[config.mk]
export PLATFORM = sky130hd
export DESIGN_NAME = fifo_wr_arb
export DESIGN_NICKNAME = d
export VERILOG_FILES = /design/src/rtl/fifo_pkg.sv /design/src/rtl/fifo_rr_pick.sv /design/src/rtl/fifo_wr_arb.sv
export SDC_FILE = /design/constraint.sdc
export NUM_CORES = 1
export LEC_CHECK = 0
export CORE_MARGIN = 10
export CORE_UTILIZATION = 36
export DETAILED_ROUTE_END_ITERATION = 8
export GPL_TIMING_DRIVEN = 0
export PLACE_DENSITY = 0.8
export SLEW_MARGIN = 40
export SYNTH_ARGS = -nofsm -noshare
export SYNTH_HDL_FRONTEND = slang
export SYNTH_SLANG_ARGS = --single-unit
[constraint.sdc]
create_clock -name w_clk -period 2.1 [get_ports w_clk]
set_input_delay 0.21 -clock w_clk [delete_from_list [all_inputs] [get_ports w_clk]]
set_output_delay 0.21 -clock w_clk [all_outputs]
set_load 0.01 [all_outputs]
[src/rtl/fifo_pkg.sv]
// Shared definitions for the FIFO write-side arbiter.
// Holds the arbiter state encoding and the default sizing parameters.
package fifo_pkg;

    localparam int unsigned N_REQ_DEF     = 4;
    localparam int unsigned DATA_W_DEF    = 8;
    localparam int unsigned MAX_BURST_DEF = 4;

    typedef enum logic {
        IDLE  = 1'b0,
        BURST = 1'b1
    } state_t;

endpackage

[src/rtl/fifo_rr_pick.sv]
// Rotating-priority picker: returns the first asserted request at or above
// rr_ptr, wrapping past N_REQ-1 back to 0. Purely combinational.
// Ports:
//   req    [N_REQ-1:0]  request vector
//   rr_ptr [PTR_W-1:0]  index holding highest priority
//   valid               any request asserted
//   idx    [PTR_W-1:0]  chosen requester (0 when none)
module fifo_rr_pick
    import fifo_pkg::*;
#(
    parameter int unsigned N_REQ = N_REQ_DEF
) (
    input  logic [N_REQ-1:0]         req,
    input  logic [$clog2(N_REQ)-1:0] rr_ptr,
    output logic                     valid,
    output logic [$clog2(N_REQ)-1:0] idx
);

    localparam int unsigned PTR_W = $clog2(N_REQ);

    // Walk the candidates in priority order; modulo by subtraction so
    // non-power-of-two N_REQ wraps correctly.
    always_comb begin
        int unsigned c;
        logic        found;
        found = 1'b0;
        idx   = '0;
        c     = 0;
        for (int unsigned k = 0; k < N_REQ; k++) begin
            c = 32'(rr_ptr) + k;
            if (c >= N_REQ) begin
                c = c - N_REQ;
            end
            if (!found && req[PTR_W'(c)]) begin
                idx   = PTR_W'(c);
                found = 1'b1;
            end
        end
        valid = found;
    end

endmodule

[src/rtl/fifo_wr_arb.sv]
// Write-side arbiter: grants one of N_REQ requesters ownership of the FIFO
// write port for a burst of up to MAX_BURST words, round-robin between
// grants, and stalls cleanly on w_full.
// Ports:
//   w_clk, w_rst         write clock, async active-low reset
//   req, req_last        per-requester word valid / end-of-packet
//   req_data             packed per-requester data slices
//   w_full               FIFO full flag
//   gnt, owner           registered one-hot owner and its index
//   ack, w_inc, w_data   combinational accept pulse, write strobe, data
module fifo_wr_arb
    import fifo_pkg::*;
#(
    parameter int unsigned N_REQ     = N_REQ_DEF,
    parameter int unsigned DATA_W    = DATA_W_DEF,
    parameter int unsigned MAX_BURST = MAX_BURST_DEF
) (
    input  logic                      w_clk,
    input  logic                      w_rst,
    input  logic [N_REQ-1:0]          req,
    input  logic [N_REQ-1:0]          req_last,
    input  logic [N_REQ*DATA_W-1:0]   req_data,
    input  logic                      w_full,
    output logic [N_REQ-1:0]          gnt,
    output logic [N_REQ-1:0]          ack,
    output logic                      w_inc,
    output logic [DATA_W-1:0]         w_data,
    output logic [$clog2(N_REQ)-1:0]  owner
);

    localparam int unsigned PTR_W = $clog2(N_REQ);
    localparam int unsigned CNT_W = $clog2(MAX_BURST) + 1;

    state_t             state_q,  state_d;
    logic [N_REQ-1:0]   gnt_q,    gnt_d;
    logic [PTR_W-1:0]   owner_q,  owner_d;
    logic [PTR_W-1:0]   rr_ptr_q, rr_ptr_d;
    logic [CNT_W-1:0]   cnt_q,    cnt_d;

    logic               pick_valid;
    logic [PTR_W-1:0]   pick_idx;
    logic               in_burst;
    logic               own_req;
    logic               last_word;

    fifo_rr_pick #(
        .N_REQ (N_REQ)
    ) u_pick (
        .req    (req),
        .rr_ptr (rr_ptr_q),
        .valid  (pick_valid),
        .idx    (pick_idx)
    );

    // Write path: only the owner's request and data are ever observed.
    assign in_burst  = (state_q == BURST);
    assign own_req   = req[owner_q];
    assign last_word = req_last[owner_q] | (cnt_q == CNT_W'(MAX_BURST - 1));
    assign w_inc     = in_burst & own_req & ~w_full;
    assign ack       = gnt_q & {N_REQ{w_inc}};
    assign w_data    = in_burst ? req_data[32'(owner_q) * DATA_W +: DATA_W] : '0;

    assign gnt   = gnt_q;
    assign owner = owner_q;

    // State and ownership registers.
    always_ff @(posedge w_clk or negedge w_rst) begin
        if (!w_rst) begin
            state_q  <= IDLE;
            gnt_q    <= '0;
            owner_q  <= '0;
            rr_ptr_q <= '0;
            cnt_q    <= '0;
        end else begin
            state_q  <= state_d;
            gnt_q    <= gnt_d;
            owner_q  <= owner_d;
            rr_ptr_q <= rr_ptr_d;
            cnt_q    <= cnt_d;
        end
    end

    // Next-state logic. A stalled word (w_full) never advances or releases;
    // a dropped owner request releases without writing.
    always_comb begin
        logic rel;
        state_d  = state_q;
        gnt_d    = gnt_q;
        owner_d  = owner_q;
        rr_ptr_d = rr_ptr_q;
        cnt_d    = cnt_q;
        rel      = 1'b0;

        case (state_q)
            IDLE: begin
                if (pick_valid) begin
                    state_d = BURST;
                    gnt_d   = N_REQ'(1) << pick_idx;
                    owner_d = pick_idx;
                    cnt_d   = '0;
                end
            end
            BURST: begin
                if (!own_req) begin
                    rel = 1'b1;
                end else if (w_inc) begin
                    cnt_d = cnt_q + CNT_W'(1);
                    rel   = last_word;
                end
            end
        endcase

        if (rel) begin
            state_d  = IDLE;
            gnt_d    = '0;
            owner_d  = '0;
            rr_ptr_d = (32'(owner_q) == N_REQ - 1) ? '0 : owner_q + PTR_W'(1);
        end
    end

endmodule

# [Yosys cells after proc, flatten, opt, wreduce, memory -nomap -nowiden]
# Index checks and enable logic that the tools add are counted.
# W data, S select, Z words.
[totals] ff_bits=12 output_inout_bits=19
[op_classes] add_sub_neg=9 order_cmp=9 n_eq_ne=6 n_shift=2 muxes=42 bitwise=6 n_reduce_logical=9
[op_table] cell="$shiftx A32 B6 Y8" n=1
[op_table] cell="$mux W2" n=12
[op_table] cell="$mux W1" n=16
[op_table] cell="$lt A2 B3 Y1 const B" n=5
[op_table] cell="$bmux W1 S2" n=6
[op_table] cell="$mux W4" n=3
[op_table] cell="$ge A3 B3 Y1 const B" n=3
[op_table] cell="$mux W3" n=3
[op_table] cell="$mux W8" n=1
[op_table] cell="$sub A2 B1 Y2 const B" n=4
[op_table] cell="$add A2 B2 Y3 const B" n=2
[op_table] cell="$pmux W3 S2" n=1
[op_table] cell="$and A4 B4 Y4" n=1
[op_table] cell="$ne A2 B1 Y1 const B" n=2
[op_table] cell="$ne A2 B2 Y1 const B" n=2
[op_table] cell="$shl A1 B2 Y4 const A" n=1
[op_table] cell="$add A2 B1 Y3 const B" n=1
[op_table] cell="$add A3 B1 Y3 const B" n=1
[op_table] cell="$eq A3 B2 Y1 const B" n=1
[op_table] cell="$ge A2 B3 Y1 const B" n=1
[op_table] cell="$logic_and A1 B1 Y1" n=3
[op_table] cell="$logic_not A1 Y1" n=3
[op_table] cell="$reduce_and A3 Y1" n=1
[op_table] cell="$add A2 B1 Y2 const B" n=1
[op_table] cell="other kinds (6)" n=8

# [Logic depth before layout (Yosys ltp)]
[depth] depth_word=18 mapped_depth=6

# [By module]
# Synthesis repeated with hierarchy kept, for this count alone.
[unflattened] hier_cells=105 hier_area_um2=1032.2
[modules_own_cells] module="fifo_wr_arb" n_inst=1 cells_per_inst=90 area_per_inst_um2=954.7 seq_area_each_um2=300.3
[modules_own_cells] module="fifo_rr_pick" n_inst=1 cells_per_inst=15 area_per_inst_um2=77.6 seq_area_each_um2=0.0

# [Least setup slack after synthesis]
# OpenSTA, ideal clock, no wires.
[synth_timing] path_kind="flip-flop to flip-flop" startpoint="register owner_q[0] (netlist: owner[0])" endpoint="register owner_q[1] (netlist: owner[1])" setup_time_ns=0.121 arrival_time_ns=1.538 slack_ns=0.441 stages_incl_launch_ff=5 path_buffers=0 synth_period_minus_slack_ns=1.659 cell_sequence="dfrtp_1 > mux4_1 > nand2_1 > o21ai_1 > a22o_1"
[synth_via] elab_chain_len=9 word_cells_on_any_way=14 classes_between="eq/ne: 1; mux: 8; bitwise: 3; reduce/logical: 2"
[synth_lines] element="start: declaration" line_no="fifo_wr_arb.sv:36" source="logic [PTR_W-1:0] owner_q, owner_d;"
[synth_lines] element="start signal: assignment" line_no="fifo_wr_arb.sv:77" source="owner_q <= owner_d;"
[synth_lines] element="$bmux W1 S2" line_no="fifo_wr_arb.sv:57" source="assign own_req = req[owner_q];"
[synth_lines] element="$mux W1 (not written as such)" line_no="fifo_wr_arb.sv:57"
[synth_lines] element="$and A1 B1 Y1 (2 in series)" line_no="fifo_wr_arb.sv:59" source="assign w_inc = in_burst & own_req & ~w_full;"
[synth_lines] element="$mux W1" line_no="fifo_wr_arb.sv:106" source="end else if (w_inc) begin"
[synth_lines] element="$mux W1 (*)" line_no="fifo_wr_arb.sv:104" source="if (!own_req) begin"
[synth_lines] element="$mux W1 (*)" line_no="fifo_wr_arb.sv:94" source="case (state_q)"
[synth_lines] element="$ne A2 B1 Y1 (no line) / $reduce_bool A2 Y1 (equally long branches)"
[synth_lines] element="$reduce_and A2 Y1 (no line)"
# Every way passes the cells marked *; elsewhere a longest branch is shown, timed or not. The select of a mux whose other input is x is not followed.
# A chain may end at the register's enable or synchronous reset.

# [Final worst setup path]
[layout_timing] startpoint="register owner_q[0] (netlist: owner[0])" endpoint="output port w_inc"
[layout_via] elab_chain_len=4
[layout_lines] element="$bmux W1 S2" line_no="fifo_wr_arb.sv:57"
[layout_lines] element="$mux W1 (not written as such)" line_no="fifo_wr_arb.sv:57"
[layout_lines] element="$and A1 B1 Y1 (2 in series)" line_no="fifo_wr_arb.sv:59"
[layout_lines] element="end: declaration" line_no="fifo_wr_arb.sv:26" source="output logic w_inc,"
# No other way between the ends. The select of a mux whose other input is x is not followed.

==> impl_results.md <==
- Die Area: a little over 5000 sq um
- Initial antenna violation count: 0
- Vias: 1,024
- Period utilisation layout: 0.967
- Die X: just over 70 microns
- Critical path's slowest cell: mux4_2
- Critical Path Most Common Cell: buf_6
- Cts bufs inserted: 3
- Largest net degree at the start of global routing: 13
- Latest clock arrival within the worst-skew pair: 0.27 ns
- Max_slew headroom: 0.641
- Cell area after synthesis: approximately 970 sq um
- Post-synth EDFFs: 0
- Synth Area per Inst: between 10 and 15 sq um
- # rows: 18
- Fin cells: between 150 and 200
- DRT iter0 DRCs: 40
- Die height: 72.0 microns
- Predominant post-synthesis flop cell: dfrtp_1
- Area contributors post-synth: dfrtp_1, mux4_2, and2_1
- P_leak: ~0.7 nW
- Total track usage: 0.135
- CTS Sinks: 12
- Power per cell area: ~1100 nW/um^2
- Crit-path leading delay family: multiplexers
- ANT cells: 0
- CP max FO: 6
- Slowest cell delay on critical path: slightly below 0.6 ns
- First-pass GRT wire length: between 5 and 6 mm
- Gr ovfl total: 0
- Slew of the pin with the lowest slew margin: ~0.54 ns
- VDD IR max: about 730 uV
- Hold buffers post-CTS: 0
- Startpoint types: register
- Per-cell routed wire length: around 19 microns
- CTS H-tree depth: 1
- Drt first pass iters: 4
- Minimum clock period: 2.03 ns
- # port buffers: 61
- Most frequent cells in the layout: clkdlybuf4s50_1, dfrtp_1, and2_1, mux4_2
- Post-synthesis sequential area ratio: 0.309
- Final nets: 208
- HP Class: in2async
- Post-Syn Instances: 90
- Critical Path RT: between 1.5 and 2 ns
- Maximum clock frequency: ~0.49 GHz
- CTS tree: built
- Layout area overhead: 74.1%
- GP Congestion: between 0.8 and 0.9
- Max Cap Violations: 0
- Post-synthesis net count: ~140
- Vias in the first global route: 1,104
- Status: finished, final reports clean
- DRT antenna net count: 0
- Pwr Total: approximately 1.9 mW
- WP data arrival: ~1.8 ns
- Worst clock skew: ~0.007 ns
- Clock transition at path regs: 0.08 ns
- Hold Vio Cnt, Final: 0
- Initial core utilization: 0.385
- Drt total wl: between 3 and 4 mm
- Ys async rst share: 1.00
- Leading area contributor after synthesis: dfrtp_1
- Deepest clock path buffer count: 2
- Via/cell ratio: between 5 and 6
- DPL Wire Length: around 3.0 mm
- Share of cells above drive strength 1: 0.242
- Cell Chain, Critical Path: mux4_2 > buf_6 > and2_4 > buf_6 > buf_6
- Root Buffer: clkbuf_4
- CP Class: reg2out
- Placed Cells: approximately 180
- Post-synthesis register bit count: 12
- Buffers & Inverters on Critical Path: 3
- Top-Level Pins: 62
- Final setup vio count: 0
- FF-to-FF setup slack: between 0.2 and 0.25 ns
- Worst setup EP type: output port
- Final TNS setup: 0 ns
- Slew Viols, Final: 0
- Commonest non-fill, non-tap cell in the layout: clkdlybuf4s50_1
- Post-synth top area share: 0.309
- Core box area: 2520 sq um
- DRC: 0
- Netlist cell types: 34
- Yosys warnings: 0
[path summary, 6_finish.rpt]
path                               start          end  cells past startpoint
worst max-delay path            owner[0]        w_inc                      5
worst min-delay path               w_rst     cnt_q[0]                      1
worst max register to register  cnt_q[0]  rr_ptr_q[1]                      6
worst min register to register  cnt_q[0]     cnt_q[0]                      1
max in group asynchronous          w_rst     owner[0]                      1
min in group w_clk              cnt_q[0]     cnt_q[0]                      1
[metrics by stage]
stage	area [sq um]	util	hold slack, ns	setup WS, ns
after floorplan	972	-	-0.0856	0.441
after global placement	1620	0.642	0.481	-0.244
after detailed placement	1620	0.642	0.495	-0.245
after CTS	1700	0.675	0.291	-0.0101
after global routing	1690	0.671	0.301	-0.00498
final	1690	0.671	0.282	0.0696
[synth_stat cells (2+ instances only)]
master	instances
nor2b_1	2
buf_2	2
mux2_2	2
nor3_1	2
and3_1	2
o21ai_0	2
ha_1	3
nor2_1	6
mux2i_1	5
dfrtp_1	12
nand2b_1	2
o2bb2ai_1	2
and2_1	11
inv_1	5
o21ai_1	2
nand2_1	5
mux4_2	8
[cell families (layout without fill, tap and decap cells)]
family                     Yosys count  count (layout)  share of synthesized area
adders and majority gates            3               3                     0.0386
and+or+nand+nor                     36              36                      0.214
muxes                               16              16                      0.287
buffers and inverters                9              80                     0.0412
AOI/OAI and AO/OA                   14              14                      0.111
DFF                                 12              12                      0.309
[per-layer routing]
| metal | vias up | GRT usage | share of wire |
|---|---|---|---|
| met5 | - | 0 | 0 |
| met4 | 0 | 0.0366 | 0.0081 |
| met3 | 4 | 0.0585 | 0.11 |
| met2 | 56 | 0.233 | 0.47 |
| met1 | 484 | 0.147 | 0.41 |
| li1 | 480 | - | - |
[sequential cells by signal (all words and copies together) (netlist names)]
name	cells
gnt	4
cnt_q	3
owner	2
rr_ptr_q	2
in_burst	1
[power by group]
| part | leakage, nW | internal [mW] | switching (mW) |
|---|---|---|---|
| combinational | 0.536 | 0.722 | 0.535 |
| clock | 0.0210 | 0.105 | 0.0778 |
| sequential | 0.153 | 0.326 | 0.0913 |
[final cells by class]
class / instances / area, sq um
well taps: 30 / 37.5
repair buffers: 67 / 623
flip-flops and latches: 12 / 302
clock buffers: 4 / 36.3
multi-input cells: 69 / 633
plain buffers: 4 / 42.5
fillers: 197 / 830
inverters: 5 / 18.8
[repair_timing]
action	4_1_cts	5_1_grt
setup buffers	5	1
pin swaps	0	0
hold endpoints to repair	0	0
gates resized for setup	32	16
endpoints found under the setup margin	13	7
Power figures use the tool's default switching activity.
